[src/rtl/prim_reg_slice_pkg.sv]
// Shared types for the valid/ready register slice.
package prim_reg_slice_pkg;

  // The encoding doubles as the occupancy count driven on depth_o.
  typedef enum logic [1:0] {
    RsEmpty = 2'b00,
    RsOne   = 2'b01,
    RsFull  = 2'b10
  } rs_state_e;

endpackage

[src/rtl/prim_flop.sv]
// Plain resettable data register used for the slice's main and skid entries.
module prim_flop #(
  parameter int               Width      = 1,
  parameter logic [Width-1:0] ResetValue = '0
) (
  input  logic             clk_i,
  input  logic             rst_ni,
  input  logic [Width-1:0] d_i,
  output logic [Width-1:0] q_o
);

  always_ff @(posedge clk_i or negedge rst_ni) begin
    if (!rst_ni) begin
      q_o <= ResetValue;
    end else begin
      q_o <= d_i;
    end
  end

endmodule

[src/rtl/prim_reg_slice.sv]
// Two-entry skid buffer: every output comes straight from a flop, so no
// combinational path crosses the slice in either direction.
//
//   state   | meaning
//   RsEmpty | nothing held, out_valid_o=0
//   RsOne   | main entry valid
//   RsFull  | main and skid valid, in_ready_o=0
module prim_reg_slice
  import prim_reg_slice_pkg::*;
#(
  parameter int               Width      = 1,
  parameter logic [Width-1:0] ResetValue = '0
) (
  input  logic             clk_i,
  input  logic             rst_ni,
  input  logic             in_valid_i,
  input  logic [Width-1:0] in_data_i,
  output logic             in_ready_o,
  output logic             out_valid_o,
  output logic [Width-1:0] out_data_o,
  input  logic             out_ready_i,
  output logic [1:0]       depth_o
);

  rs_state_e        state_q, state_d;
  logic             in_ready_q, out_valid_q;
  logic             in_fire, out_fire;
  logic             load_main, main_from_skid, load_skid;
  logic [Width-1:0] main_q, main_d, skid_q, skid_d;

  always_comb begin
    in_fire        = in_valid_i & in_ready_q;
    out_fire       = out_valid_q & out_ready_i;
    state_d        = state_q;
    load_main      = 1'b0;
    main_from_skid = 1'b0;
    load_skid      = 1'b0;
    unique case (state_q)
      RsEmpty: begin
        if (in_fire) begin
          load_main = 1'b1;
          state_d   = RsOne;
        end
      end
      RsOne: begin
        if (in_fire && out_fire) begin
          load_main = 1'b1;
        end else if (in_fire) begin
          load_skid = 1'b1;
          state_d   = RsFull;
        end else if (out_fire) begin
          state_d = RsEmpty;
        end
      end
      RsFull: begin
        // in_ready_o is low here, so only a drain can happen.
        if (out_fire) begin
          load_main      = 1'b1;
          main_from_skid = 1'b1;
          state_d        = RsOne;
        end
      end
      default: state_d = RsEmpty;
    endcase
  end

  // Handshake outputs are registered from the next state rather than decoded.
  always_ff @(posedge clk_i or negedge rst_ni) begin
    if (!rst_ni) begin
      state_q     <= RsEmpty;
      out_valid_q <= 1'b0;
      in_ready_q  <= 1'b1;
    end else begin
      state_q     <= state_d;
      out_valid_q <= (state_d != RsEmpty);
      in_ready_q  <= (state_d != RsFull);
    end
  end

  assign main_d = load_main ? (main_from_skid ? skid_q : in_data_i) : main_q;
  assign skid_d = load_skid ? in_data_i : skid_q;

  prim_flop #(
    .Width      (Width),
    .ResetValue (ResetValue)
  ) u_main (
    .clk_i  (clk_i),
    .rst_ni (rst_ni),
    .d_i    (main_d),
    .q_o    (main_q)
  );

  prim_flop #(
    .Width      (Width),
    .ResetValue (ResetValue)
  ) u_skid (
    .clk_i  (clk_i),
    .rst_ni (rst_ni),
    .d_i    (skid_d),
    .q_o    (skid_q)
  );

  assign out_valid_o = out_valid_q;
  assign in_ready_o  = in_ready_q;
  assign out_data_o  = main_q;
  assign depth_o     = state_q;

endmodule

[config.mk]
export PLATFORM = sky130hd
export DESIGN_NAME = prim_reg_slice
export DESIGN_NICKNAME = d
export VERILOG_FILES = /design/src/rtl/prim_reg_slice_pkg.sv /design/src/rtl/prim_flop.sv /design/src/rtl/prim_reg_slice.sv
export SDC_FILE = /design/constraint.sdc
export NUM_CORES = 1
export LEC_CHECK = 0
export BUFFER_PORTS_ARGS = -buffer_cell sky130_fd_sc_hd__buf_4
export CAP_MARGIN = 20
export CORE_AREA = 2 2 39 41
export DETAILED_ROUTE_END_ITERATION = 8
export DIE_AREA = 0 0 41 43
export GPL_TIMING_DRIVEN = 1
export SYNTH_ARGS = -nofsm -noshare
export SYNTH_HDL_FRONTEND = slang
export SYNTH_SLANG_ARGS = --single-unit
[constraint.sdc]
create_clock -name clk_i -period 1.5 [get_ports clk_i]
set_input_delay 0.075 -clock clk_i [delete_from_list [all_inputs] [get_ports clk_i]]
set_output_delay 0.075 -clock clk_i [all_outputs]
set_load 0.02 [all_outputs]
==> out/metrics.yaml <==
gp_congestion: 0.7581
portBuffers: 9
power.internal_mw: 0.5673
cts-htree-levels: 1
pin_count: 10
route.met2.wl_um: 247
finalClockSkew_ns: 0.005863
synth_area_um2: 286.5
worst-path-buf-inv: 0
clk_latency_ns: 0.25
vias: 245
fin_tns_setup_ns: 0
ant_nets: 0
min_path_type: "primary input to flip-flop"
drtIter0Drc: 3
yosysWarnings: 0
clock_sinks: 6
grt.overflow.total: 0
p_sw_mw: 0.3490
fmax_mhz: 819.1
cts.path.max_buffers: 2
grt_start_max_net_pins: 8
crit_family: "flip-flops"
cts_root_buf: "clkbuf_4"
core_um2: 1384
regToRegSetupSlack_ns: 0.28
path_class: "flip-flop to flip-flop"
dpl.cell_count: 49
syn_inst: 23
ctsResizeCount: 0
layout-drive-gt1-share_pct: 44.74
post-route-drc-count: 0
arrival_ns: 1.35
worstMarginPinSlew_ns: 0.1843
finalHoldViolations: 0
clkTransAtPathRegs_ns: 0.05
pwr-share-comb_pct: 46.9
critPathMaxFanout: 4
routed_wl_um: 623
antenna_cells: 0
grt_pass1_vias: 246
viasPerCell: 4.537
wl_per_cell_um: 11.54
post-route-min-period_ns: 1.221
end_kind: "flip-flop"
area_delta_synth_final_pct: 45.85
post-route-period-util_pct: 81.39
synthesis.nets: 28
slew_headroom_pct: 87.36
p_per_area_nw_per_um2: 2193
die_area_um2: 1763
crit_chain: "and3b_1, nand2_2, mux2_4"
p_seq_share_pct: 35.1
hpwlAfterDp_um: 465.4
ys_seq_area_share_pct: 52.84
outcome: "complete, no violations"
grt_usage_pct: 9.495
netlist.area_leader.share_pct: 43.67
fillers: 151
cts_tree: "yes"
synth_area_leaders: "dfrtp_1, dfstp_2, a21boi_4"
avgSynthCellArea_um2: 12.46
final_cells: 54
drv_slew: 0
clkPwrFrac_pct: 18.0
critPathMaxStageDelay_ns: 0.54
antenna_found_initial: 0
dr_wl_met3_um: 63
crit_path_top_delay_cell: "dfstp_2"
leakagePower_nw: 0.1937
p_sw_share_pct: 38.08
die_h_um: 43
cts_buffers: 3
met1_length_um: 311
grt_pass1_wl_um: 1048
row_count: 14
ir_worst_vdd_mv: 0.7127
rsz0062_at_grt: "no"
yosysUniqueCellTypes: 18
fin_nets: 44
setup_viol: 0
start_util_pct: 20.71
maxCapViolCount: 0
synth_area_leader_cell: "dfrtp_1"
top_layer_used: "met3"
first_pass_iters: 2
crit_required_ns: 1.63
cp-start-kind: "flip-flop"
ys_ff_latch: 6
fp.dieW_um: 41
==> state kept, by name, summed over array words and instances, names as in the netlist <==
signal       cells
u_main.q_o       1
depth_o          2
out_valid_o      1
in_ready_o       1
u_skid.q_o       1
==> cell usage after synthesis (all sizes together) <==
master	instances
and3b	1
nand3b	1
o31ai	1
dfstp	1
dfrtp	5
nand2	2
o21ai	1
xor2	1
a211oi	1
a21boi	1
a21o	1
a21oi	2
nor2	1
a31oi	1
mux2i	1
nand4b	1
mux2	1
==> routing by layer <==
metal | vias to the layer above | track usage, %
li1 | 116 | -
met3 | 0 | 9.424
met5 | - | 0
met1 | 115 | 13.11
met2 | 14 | 11.25
met4 | 0 | 0
==> power groups by stage <==
stage	combinational [mW]	sequential (mW)	clock, mW
after global placement	0.425	0.321	0
final	0.430	0.321	0.165
after global routing	0.471	0.340	0.186
after floorplan	0.184	0.402	0
after CTS	0.433	0.322	0.172
after detailed placement	0.431	0.325	0
==> timing repair <==
item,CTS,global route
hold endpoints to repair,6,0
hold buffers,1,0
setup buffers,0,0
==> placed cells by master, fill, tap and decap left out <==
master and instances:
nand4b_1 1, a21oi_1 2, nor2_1 1, a211oi_1 1, and3b_1 1, a31oi_1 1, dfrtp_1 5, xor2_1 1
clkbuf_1 1, clkbuf_4 3, mux2i_1 1, dfstp_2 1, o21ai_0 1, o31ai_1 1, a21o_1 1, buf_4 10
nand3b_1 1, nand2_1 1, dlygate4sd3_1 1, a21boi_4 1, mux2_4 1, nand2_2 1
==> layout make-up <==
cell class / instances / area [µm²] / share of cell area [%]
repair buffers: 11 / 85.08 / 20.36
flip-flops and latches: 6 / 151.4 / 36.23
multi-input cells: 17 / 135.1 / 32.34
well taps: 16 / 20.02 / 4.790
clock buffers: 4 / 26.28 / 6.287
==> worst paths after layout <==
check	start	endpoint	cells after the start
max	in_ready_o$_DFF_PN1_	u_skid.q_o$_DFFE_PN0P_	3
min	out_ready_i	depth_o[1]$_DFF_PN0_	2
max reg2reg	in_ready_o$_DFF_PN1_	u_skid.q_o$_DFFE_PN0P_	3
min reg2reg	u_skid.q_o$_DFFE_PN0P_	u_skid.q_o$_DFFE_PN0P_	1
max in group asynchronous	rst_ni	in_ready_o$_DFF_PN1_	2
min in group asynchronous	rst_ni	u_main.q_o$_DFFE_PN0P_	2
==> logic make-up after synthesis <==
group / after synthesis / share of synthesized area (%)
compound gates: 8 / 21.84
simple gates: 6 / 13.54
flops: 6 / 52.84
xor+xnor: 1 / 3.057
mux: 2 / 8.732
==> stage by stage <==
| step | power, mW | cell area (µm²) | hold slack (ns) | utilization (%) | setup slack, ns |
|---|---|---|---|---|---|
| global route | 0.9961 | 417.9 | 0.06202 | 30.20 | 0.2370 |
| CTS | 0.9277 | 417.9 | 0.04651 | 30.20 | 0.2804 |
| detailed placement | 0.7556 | 381.6 | -0.1109 | 27.58 | 0.2797 |
| finish | 0.9163 | 417.9 | 0.05095 | 30.20 | 0.2791 |
| global placement | 0.7461 | 381.6 | -0.1131 | 27.58 | 0.2893 |
| floorplan | 0.5857 | 286.5 | -0.2206 | - | 0.2368 |
Power figures use the tool's default switching activity.
